==> src/rtl/md_pkg.sv <==
// Shared types for the iterative multiply/divide unit: FSM state encoding and
// Booth recode selects.
package md_pkg;

    localparam int unsigned DefaultWidth = 32;

    typedef enum logic [1:0] {
        StIdle = 2'b00,
        StMult = 2'b01,
        StDiv  = 2'b10,
        StDone = 2'b11
    } md_state_e;

    typedef enum logic [2:0] {
        BoothZero   = 3'd0,
        BoothPlus1  = 3'd1,
        BoothPlus2  = 3'd2,
        BoothMinus1 = 3'd3,
        BoothMinus2 = 3'd4
    } booth_sel_e;

endpackage

==> src/rtl/md_booth_encoder.sv <==
// Radix-4 Booth recoder: maps a 3-bit multiplier window {b[2i+1], b[2i], b[2i-1]}
// to a partial-product select and a negate flag.
module md_booth_encoder
    import md_pkg::*;
(
    input  logic [2:0] window_i,
    output booth_sel_e sel_o,
    output logic       neg_o
);

    always_comb begin
        sel_o = BoothZero;
        neg_o = 1'b0;
        case (window_i)
            3'b001, 3'b010: sel_o = BoothPlus1;
            3'b011:         sel_o = BoothPlus2;
            3'b100: begin
                sel_o = BoothMinus2;
                neg_o = 1'b1;
            end
            3'b101, 3'b110: begin
                sel_o = BoothMinus1;
                neg_o = 1'b1;
            end
            default:        sel_o = BoothZero;
        endcase
    end

endmodule

==> src/rtl/iter_multdiv.sv <==
// Iterative signed multiply (radix-4 Booth, WIDTH/2 steps) and divide
// (non-restoring on magnitudes, WIDTH steps) with registered outputs.
module iter_multdiv
    import md_pkg::*;
#(
    parameter int unsigned WIDTH = DefaultWidth  // must be even and >= 4
) (
    input  logic             clock,
    input  logic             reset,
    input  logic [WIDTH-1:0] data_operandA,
    input  logic [WIDTH-1:0] data_operandB,
    input  logic             ctrl_MULT,
    input  logic             ctrl_DIV,
    output logic [WIDTH-1:0] data_result,
    output logic             data_exception,
    output logic             data_resultRDY
);

    localparam int unsigned MULT_STEPS = WIDTH / 2;
    localparam int unsigned DIV_STEPS  = WIDTH;
    localparam int unsigned CNT_W      = $clog2(DIV_STEPS);
    localparam int unsigned ACC_W      = 2 * WIDTH + 3;
    localparam int unsigned REM_W      = WIDTH + 2;
    localparam logic [CNT_W-1:0] LastMult = CNT_W'(MULT_STEPS - 1);
    localparam logic [CNT_W-1:0] LastDiv  = CNT_W'(DIV_STEPS - 1);

    md_state_e        state_q;
    logic [CNT_W-1:0] cnt_q;
    // Booth accumulator {hi[WIDTH+1:0], multiplier[WIDTH-1:0], appended 0};
    // product bits shift in from the top as multiplier bits are consumed.
    logic [ACC_W-1:0] acc_q;
    logic [WIDTH-1:0] m_q;
    logic [REM_W-1:0] rem_q;
    logic [WIDTH-1:0] quo_q;
    logic [WIDTH-1:0] den_q;
    logic             sign_q;
    logic             div_zero_q;
    logic             div_ovf_q;
    logic [WIDTH-1:0] res_q;
    logic             exc_q;
    logic             rdy_q;

    booth_sel_e booth_sel;
    logic       booth_neg;

    md_booth_encoder u_booth_encoder (
        .window_i (acc_q[2:0]),
        .sel_o    (booth_sel),
        .neg_o    (booth_neg)
    );

    logic [WIDTH+1:0] m_ext;
    logic [WIDTH+1:0] pp_mag;
    logic [WIDTH+1:0] pp;
    logic [WIDTH+1:0] hi_sum;
    logic [ACC_W-1:0] acc_step;
    logic             mul_ovf;

    always_comb begin
        m_ext = {{2{m_q[WIDTH-1]}}, m_q};
        case (booth_sel)
            BoothPlus1, BoothMinus1: pp_mag = m_ext;
            BoothPlus2, BoothMinus2: pp_mag = m_ext << 1;
            default:                 pp_mag = '0;
        endcase
        pp       = booth_neg ? -pp_mag : pp_mag;
        hi_sum   = acc_q[ACC_W-1:WIDTH+1] + pp;
        acc_step = {{2{hi_sum[WIDTH+1]}}, hi_sum, acc_q[WIDTH:2]};
        // Product sits in acc_step[2W:1]; overflow if the high half is not a sign copy.
        mul_ovf  = acc_step[2*WIDTH:WIDTH+1] != {WIDTH{acc_step[WIDTH]}};
    end

    logic [REM_W-1:0] rem_shift;
    logic [REM_W-1:0] rem_step;
    logic [WIDTH-1:0] quo_step;
    logic [WIDTH-1:0] quo_signed;
    logic [WIDTH-1:0] div_res;
    logic             div_exc;
    logic [WIDTH-1:0] a_mag;
    logic [WIDTH-1:0] b_mag;

    always_comb begin
        rem_shift  = {rem_q[WIDTH:0], quo_q[WIDTH-1]};
        rem_step   = rem_q[REM_W-1] ? rem_shift + {2'b00, den_q}
                                    : rem_shift - {2'b00, den_q};
        quo_step   = {quo_q[WIDTH-2:0], ~rem_step[REM_W-1]};
        quo_signed = sign_q ? -quo_step : quo_step;
        div_res    = div_zero_q ? '0 : quo_signed;
        div_exc    = div_zero_q | div_ovf_q;
        // -MIN_INT wraps to MIN_INT, which is the correct unsigned magnitude.
        a_mag      = data_operandA[WIDTH-1] ? -data_operandA : data_operandA;
        b_mag      = data_operandB[WIDTH-1] ? -data_operandB : data_operandB;
    end

    always_ff @(posedge clock or negedge reset) begin
        if (!reset) begin
            state_q    <= StIdle;
            cnt_q      <= '0;
            acc_q      <= '0;
            m_q        <= '0;
            rem_q      <= '0;
            quo_q      <= '0;
            den_q      <= '0;
            sign_q     <= 1'b0;
            div_zero_q <= 1'b0;
            div_ovf_q  <= 1'b0;
            res_q      <= '0;
            exc_q      <= 1'b0;
            rdy_q      <= 1'b0;
        end else begin
            rdy_q <= 1'b0;
            if (ctrl_MULT) begin
                state_q <= StMult;
                cnt_q   <= '0;
                m_q     <= data_operandA;
                acc_q   <= {{(WIDTH + 2){1'b0}}, data_operandB, 1'b0};
            end else if (ctrl_DIV) begin
                state_q    <= StDiv;
                cnt_q      <= '0;
                rem_q      <= '0;
                quo_q      <= a_mag;
                den_q      <= b_mag;
                sign_q     <= data_operandA[WIDTH-1] ^ data_operandB[WIDTH-1];
                div_zero_q <= data_operandB == '0;
                div_ovf_q  <= (data_operandA == {1'b1, {(WIDTH - 1){1'b0}}}) &&
                              (data_operandB == {WIDTH{1'b1}});
            end else begin
                case (state_q)
                    StMult: begin
                        acc_q <= acc_step;
                        cnt_q <= cnt_q + 1'b1;
                        if (cnt_q == LastMult) begin
                            state_q <= StDone;
                            res_q   <= acc_step[WIDTH:1];
                            exc_q   <= mul_ovf;
                            rdy_q   <= 1'b1;
                        end
                    end
                    StDiv: begin
                        rem_q <= rem_step;
                        quo_q <= quo_step;
                        cnt_q <= cnt_q + 1'b1;
                        if (cnt_q == LastDiv) begin
                            state_q <= StDone;
                            res_q   <= div_res;
                            exc_q   <= div_exc;
                            rdy_q   <= 1'b1;
                        end
                    end
                    StDone:  state_q <= StIdle;
                    default: state_q <= StIdle;
                endcase
            end
        end
    end

    assign data_result    = res_q;
    assign data_exception = exc_q;
    assign data_resultRDY = rdy_q;

endmodule

==> config.mk <==
export PLATFORM = sky130hd
export DESIGN_NAME = iter_multdiv
export DESIGN_NICKNAME = d
export VERILOG_FILES = /design/src/rtl/md_pkg.sv /design/src/rtl/md_booth_encoder.sv /design/src/rtl/iter_multdiv.sv
export SDC_FILE = /design/constraint.sdc
export NUM_CORES = 1
export LEC_CHECK = 0
export ABC_AREA = 1
export CAP_MARGIN = 20
export CORE_MARGIN = 1
export CORE_UTILIZATION = 50
export DETAILED_ROUTE_END_ITERATION = 10
export PLACE_DENSITY = 0.69
export SETUP_SLACK_MARGIN = 0.15
export SLEW_MARGIN = 10
export SYNTH_ARGS = -nofsm -noshare
export SYNTH_HDL_FRONTEND = slang
export SYNTH_SLANG_ARGS = --single-unit
==> constraint.sdc <==
create_clock -name clock -period 11.4 [get_ports clock]
set_clock_uncertainty 0.15 [all_clocks]
set_input_delay 3.42 -clock clock [delete_from_list [all_inputs] [get_ports clock]]
set_output_delay 3.42 -clock clock [all_outputs]
set_load 0.005 [all_outputs]
==> results of run 1 <==
==> through the flow <==
| stage | utilization | cells | area (um^2) | hold WS (ns) |
|---|---|---|---|---|
| global route | 0.576 | 3293 | 21100 | 0.358 |
| finish | 0.577 | 3296 | 21100 | 0.333 |
| detailed placement | 0.547 | 3237 | 20000 | 0.323 |
| CTS | 0.576 | 3291 | 21100 | 0.338 |
| global placement | 0.547 | 3237 | 20000 | 0.319 |
| floorplan | - | 2734 | 18600 | 0.297 |
==> worst register-to-register path, delay by kind of cell, from the launching register on <==
kind,cells,cell delay [ns]
buffers and inverters,2,0.67
DFF,1,0.75
xor gates and xnor gates,1,0.17
and+or+nand+nor,16,2.38
AOI/OAI and AO/OA,8,1.39
adders and majority gates,2,0.52
==> how the worst max path moves through the flow <==
stage | from | endpoint | slack (ns)
final | ctrl_DIV | quo_q[18] | 4.64
after global routing | ctrl_DIV | quo_q[14] | 4.28
after CTS | ctrl_DIV | quo_q[18] | 4.72
after detailed placement | ctrl_DIV | quo_q[25] | 4.18
after global placement | ctrl_DIV | quo_q[18] | 4.29
after floorplan | data_operandA[0] | quo_q[26] | 6.10
==> per-layer routing <==
metal  part of all wire  track usage  vias to the layer above
li1                   -            -                     9199
met1               0.46        0.466                     9001
met3              0.072       0.0456                      126
met2               0.43        0.493                      711
met5            0.00013            0                        -
met4              0.036        0.113                        2
==> kinds of logic after synthesis <==
family / count (synthesis) / synth area share
simple gates: 1238 / 0.288
compound gates: 610 / 0.186
buf+inv: 445 / 0.0914
flops: 239 / 0.321
xor+xnor: 119 / 0.0560
fa+ha+maj: 83 / 0.0566
==> power by group <==
group | leakage (uW) | total, uW | internal (uW) | switching [uW]
Sequential | 0.00301 | 1190 | 1010 | 175
Clock | 0.000509 | 1030 | 631 | 401
Combinational | 0.00680 | 1750 | 623 | 1130
Total | 0.0103 | 3970 | 2270 | 1700
==> cell type report <==
class                   count  area (um^2)
fillers                  3562        15500
multi-input cells        2050        10900
flip-flops and latches    239         5980
inverters                 361         1360
repair buffers            120         1170
clock buffers              37          796
well taps                 468          586
clock inverters            17          262
diodes                      4         10.0
==> flip-flops by register name, summed over array words and instances (netlist names) <==
register        count
data_result        32
state_q             2
acc_q              65
data_exception      1
quo_q              32
sign_q              1
cnt_q               5
m_q                32
div_ovf_q           1
den_q              32
data_resultRDY      1
rem_q              34
div_zero_q          1
==> layout by cell type, fill, tap and decap left out, types with 6 or more instances in the layout <==
master / Yosys / final
nor4_1: 18 / 18
ha_1: 81 / 81
xor2_1: 91 / 91
nor2_1: 246 / 244
nand3_1: 140 / 140
clkbuf_16: 0 / 29
o21ai_0: 248 / 248
nand2_4: 6 / 6
nand2_2: 11 / 11
or2_2: 9 / 9
inv_2: 6 / 6
a22oi_1: 10 / 10
nor2_2: 9 / 10
bufinv_16: 0 / 6
o211ai_1: 16 / 16
inv_1: 349 / 349
nand4_1: 43 / 43
clkinv_1: 6 / 6
nand3_2: 9 / 9
o221ai_1: 27 / 27
xnor2_1: 28 / 28
a21o_1: 7 / 7
buf_4: 0 / 18
nor2_4: 5 / 6
a31oi_1: 16 / 16
nand2_1: 678 / 678
dfrtp_1: 239 / 239
o21bai_1: 11 / 11
nor3_2: 6 / 6
nor3_1: 42 / 42
o31ai_1: 10 / 10
a21oi_1: 193 / 193
o21ai_1: 29 / 29
clkdlybuf4s50_1: 0 / 99
==> impl_results.md, run 1 <==
- Gpl congestion: 0.986
- CP most frequent cell: inv_2
- Io pins: 102
- Max capacitance violation total: 0
- Root buf cell: clkbuf_16
- Total Power: 3970 uW
- Synth Flop Type: dfrtp_1
- GR Overflow Total: 0
- Required time worst endpoint: between 10 and 15 ns
- Cell count after synthesis: ~2700
- Wire per inst: roughly 19 um
- Synth unique cells: 64
- Vias per cell: approximately 5.8
- Die area: between 30000 and 40000 um^2
- Layout cell share with drive strength beyond 1: 0.0535
- Pleak: ~0.010 uW
- Num CTS Buffers: 29
- CP delay by family, top: buffers and inverters
- CP Data Arrival Time: around 7.1 ns
- Max VDD drop: 0.136 mV
- Core Region: roughly 37000 um^2
- Nets: slightly below 3000
- Vias in the first global route: around 18000
- CP Buf/Inv Count: 6
- Cell breakdown of the critical path: clkdlybuf4s50_1 > buf_4 > inv_2 > nor2_1 > inv_2 > nand2_1 > buf_4 > inv_2 > a21oi_1 > o21ai_0 > o21ai_0
- Status: complete, no violations
- CP Depth: 11
- Htree depth: 1
- Largest net degree at the start of global routing: 113
- Worst Hold Depth: 2
- Commonest cells in the netlist: 678 x nand2_1, 349 x inv_1, 248 x o21ai_0
- IO Port Bufs: about 100
- Largest area contributor in the netlist: dfrtp_1
- RR Endpoint: data_result[28]
- Max Transition Viols Final: 0
- DR DRC count: 0
- Hold path startpoint: data_result[10]
- Worst skew pair latency: 0.58 ns
- GRT Util Overall: 0.323
- Initial antenna violation count: 5
- Avg Inst Size Synth: 6.81 um^2
- Min Tclk post-route: 6.76 ns
- Worst-path maximum fanout: 61
- Site row count: 70
- Final Hold Fails: 0
- Dominant cells by area after synthesis: dfrtp_1 32%, nand2_1 14%, inv_1 7.0%, o21ai_0 6.7%, ha_1 5.4%
- First-pass GRT wire length: 97400 um
- Synthesis-to-finish area growth: 13.4%
- Setup CP Type: input port to register
- CTS tree: done
- Post-route setup TNS: 0 ns
- Relative slew margins: 0.327
- Antenna-violating nets left: 0
- Total wire length: about 60000 um
- PostCTS Resize Cnt: 0
- Startpoint types: input port
- Crit path max-delay cell type: inv_2
- CP max stage delay: around 0.8 ns
- Syn Nets: 2885
- Worst hold endpoint: data_result[10]
- Syn Std Cell Area: between 15000 and 20000 um^2
- DR vias: between 15000 and 20000
- DP HPWL: around 47000 um
- Register area share after synthesis: 0.321
- Clk sinks: between 200 and 250
- Worst-path clk slew: 0.06 ns
- Setup violations, final: 0
- Die width: around 190 um
- Longest Clk Path Bufs: 3
- FF-to-FF Start: rem_q[33]
- Hold Crit Class: register to register
- Hold Buf Count CTS: 0
- Reg2Reg Depth: 29
- Async set-reset flop share out of synthesis: 1.00
- Die Y: around 200 um
- RSZ-0062 raised after global routing: no
- TritonRoute pass-1 iters: 5
- Place WS: roughly 4.2 ns
- Yosys top cell area share: 0.321
- Starting Density: 0.509
- 1st-iter DRT viols: 1631
- Postcts setup bufs: 0
- Worst-Margin Slew: just over 1 ns
- Crit end category: register
- Count leader, synth: nand2_1
- R2r setup slk: 5.29 ns
- Number of synthesized flops with an enable pin: 0
- Syn. warnings: 0
- Fmax: 148 MHz
- Final clock period utilization by the worst path: 0.593
- PD cells: around 190 nW/um^2
- Yosys reg bits: ~240
- Fin worst setup slack: between 4 and 5 ns
No activity file was read; power rests on OpenSTA's default activity.
==> run 2, diff against run 1 <==
--- a/config.mk
+++ b/config.mk
@@ -10,7 +10,7 @@
 export CORE_MARGIN = 1
 export CORE_UTILIZATION = 50
 export DETAILED_ROUTE_END_ITERATION = 10
-export PLACE_DENSITY = 0.69
+export PLACE_DENSITY = 0.71
 export SETUP_SLACK_MARGIN = 0.15
 export SLEW_MARGIN = 10
 export SYNTH_ARGS = -nofsm -noshare
==> constraint.sdc (replaced) <==
create_clock -name clock -period 6.15 [get_ports clock]
set_clock_uncertainty 0.15 [all_clocks]
set_input_delay 1.845 -clock clock [delete_from_list [all_inputs] [get_ports clock]]
set_output_delay 1.845 -clock clock [all_outputs]
set_load 0.005 [all_outputs]
==> run 2 against run 1 <==
  * Routed wire length fell by 0.99%
  * Die area did not move
  * Largest power group unchanged
  * Critical path type is now register to register
  * Clock-buffer cell count did not move
==> impl_results.md, run 2 (synthesis gave the netlist of run 1 again) <==
- Status: complete, no violations
- Place WS: 0.352 ns (-3.83 ns)
- Fin worst setup slack: 0.523 ns (-4.11 ns)
- Worst-Margin Slew: 1.01 ns (+0.00463 ns)
- First-pass GRT wire length: 95900 um (-1.6%)
- Setup CP Type: register to register
- PD cells: 343 nW/um^2 (+83%)
- Total Power: 7330 uW (+85%)
- Max VDD drop: 0.239 mV (+76%)
- DR vias: 19000 (-0.42%)
- Crit path max-delay cell type: dfrtp_1
- Clk sinks: 239 (unchanged)
- Startpoint types: register
- Pleak: 0.0104 uW (+1.0%)
- TritonRoute pass-1 iters: 5 (unchanged)
- Crit end category: register
- CTS tree: done
- Site row count: 70 (unchanged)
- RSZ-0062 raised after global routing: no
- Largest net degree at the start of global routing: 119 (+5.3%)
- Layout cell share with drive strength beyond 1: 0.0678 (+0.0144)
- Vias in the first global route: 17700 (-1.6%)
- GRT Util Overall: 0.317 (-0.00569)
- CP max stage delay: 0.39 ns (-0.40 ns)
- Final Util: 0.583 (+0.00660)
- Max capacitance violation total: 0 (unchanged)
- Min Tclk post-route: around 5.6 ns
- Core Region: 36600 um^2 (unchanged)
- Die Y: 195 um (unchanged)
- DP HPWL: 47000 um (-0.89%)
- Initial antenna violation count: 4 (-1)
- Root buf cell: clkbuf_16
- Starting Density: 0.509 (unchanged)
- Max reg flops: 65 (unchanged)
- 1st-iter DRT viols: 1646 (+0.92%)
- Fill cells: 3536 (-0.73%)
- Worst-path maximum fanout: 4 (-93%)
- Hold Crit Class: register to register
- Placement Cell Area: 20100 um^2 (+0.29%)
- Most common cell after layout, fill and taps aside: nand2_1
- Final clock period utilization by the worst path: 0.915
- Final Hold Fails: 0 (unchanged)
- CP most frequent cell: nand2_2
- Setup violations, final: 0 (unchanged)
- Gpl congestion: 0.999 (+1.4%)
- Required time worst endpoint: 6.52 ns (-5.18 ns)
- Htree depth: 1 (unchanged)
- Post-route setup TNS: 0 ns (unchanged)
- Antenna-violating nets left: 0 (unchanged)
- Num CTS Buffers: 30 (+3.4%)
- CP Data Arrival Time: 6.00 ns (-1.06 ns)
- Worst skew pair latency: 0.59 ns (about the same)
- Die area: 38000 um^2 (unchanged)
- Fmax: between 150 and 200 MHz
- Relative slew margins: 0.323 (-0.00407)
- DR DRC count: 0 (unchanged)
- Commonest non-fill, non-tap cells in the layout: 673 x nand2_1, 347 x inv_1, 246 x o21ai_0
- Nets: 2974 (+0.75%)
- Die width: 195 um (unchanged)
- Wire per inst: 18.4 um (-1.6%)
- Total wire length: 61000 um (-0.99%)
- Io pins: 102 (unchanged)
- Longest Clk Path Bufs: 3 (unchanged)
- Max Transition Viols Final: 0 (unchanged)
- Vias per cell: 5.72 (-0.99%)
- IO Port Bufs: 101 (unchanged)
- Top reg by flops: acc_q
- Post-route cell area: 21300 um^2 (+1.1%)
- GR Overflow Total: 0 (unchanged)
- Biggest regs: acc_q: 65 flops, rem_q: 34 flops
- Worst-path clk slew: 0.06 ns (about the same)
- Synthesis-to-finish area growth: 14.7%
[run 2: cell types whose count changed in the layout (fill, tap and decap cells not counted), sizes merged]
cell | before | now
clkinv | 12 | 16
buf | 21 | 42
clkinvlp | 3 | 2
diode | 4 | 2
bufinv | 6 | 3
[run 2: timing repair]
item | CTS | global route
hold buffers | 0 | 0
resized for setup | 0 | 30
endpoints found under the hold margin | 0 | 0
setup buffers | 0 | 16
setup endpoints to repair | 0 | 7
[run 2: where the power goes]
group,internal [uW],total (uW),switching (uW)
clock network,1080,1830,747
logic,1210,3300,2090
registers,1880,2200,323
total,4170,7330,3160
[run 2: path summary, 6_finish.rpt]
check / start / endpoint / slack (ns) / cells after the start
setup / recovery: den_q[0] / data_result[28] / 0.52 / 36
hold / removal: rem_q[2] / rem_q[2] / 0.34 / 2
setup reg to reg: den_q[0] / data_result[28] / 0.52 / 36
hold reg to reg: rem_q[2] / rem_q[2] / 0.34 / 2
max in group asynchronous: reset / cnt_q[1] / 3.53 / 2
min in group asynchronous: reset / acc_q[45] / 1.18 / 1
[run 2: stage by stage]
stage | hold WS [ns] | std cells
6_report | 0.344 | 3315
5_1_grt | 0.369 | 3314
4_1_cts | 0.345 | 3297
3_5_place_dp | 0.330 | 3243
3_3_place_gp | 0.320 | 3243
2_1_floorplan | 0.297 | 2734
[run 2: layout make-up]
cell class                 instances  area (um^2)  share of cell area
multi-input combinational       2050        11100               0.519
sequential                       239         5980               0.280
inverter                         361         1360              0.0635
timing repair buffer             141         1320              0.0620
clock buffer                      37          827              0.0387
tap                              468          586              0.0274
clock inverter                    17          199             0.00932
antenna                            2         5.00            0.000234
[run 2: worst max-delay path: cells and delay by family, from the launching register on]
family	cells	cell delay (ns)
XOR/XNOR	1	0.07
buffers and inverters	2	0.22
AND/OR/NAND/NOR	27	3.66
flip-flops	1	0.39
AO/OA/AOI/OAI	3	0.36
adder cells (fa/ha/maj)	3	0.71
[run 2: metal layers]
| layer | global-route usage | vias to the layer above | routed length, um |
|---|---|---|---|
| li1 | - | 9240 | - |
| met1 | 0.446 | 8917 | 27600 |
| met2 | 0.491 | 681 | 26700 |
| met3 | 0.0517 | 121 | 4460 |
| met4 | 0.116 | 0 | 2210 |
| met5 | 0.00255 | - | 0 |
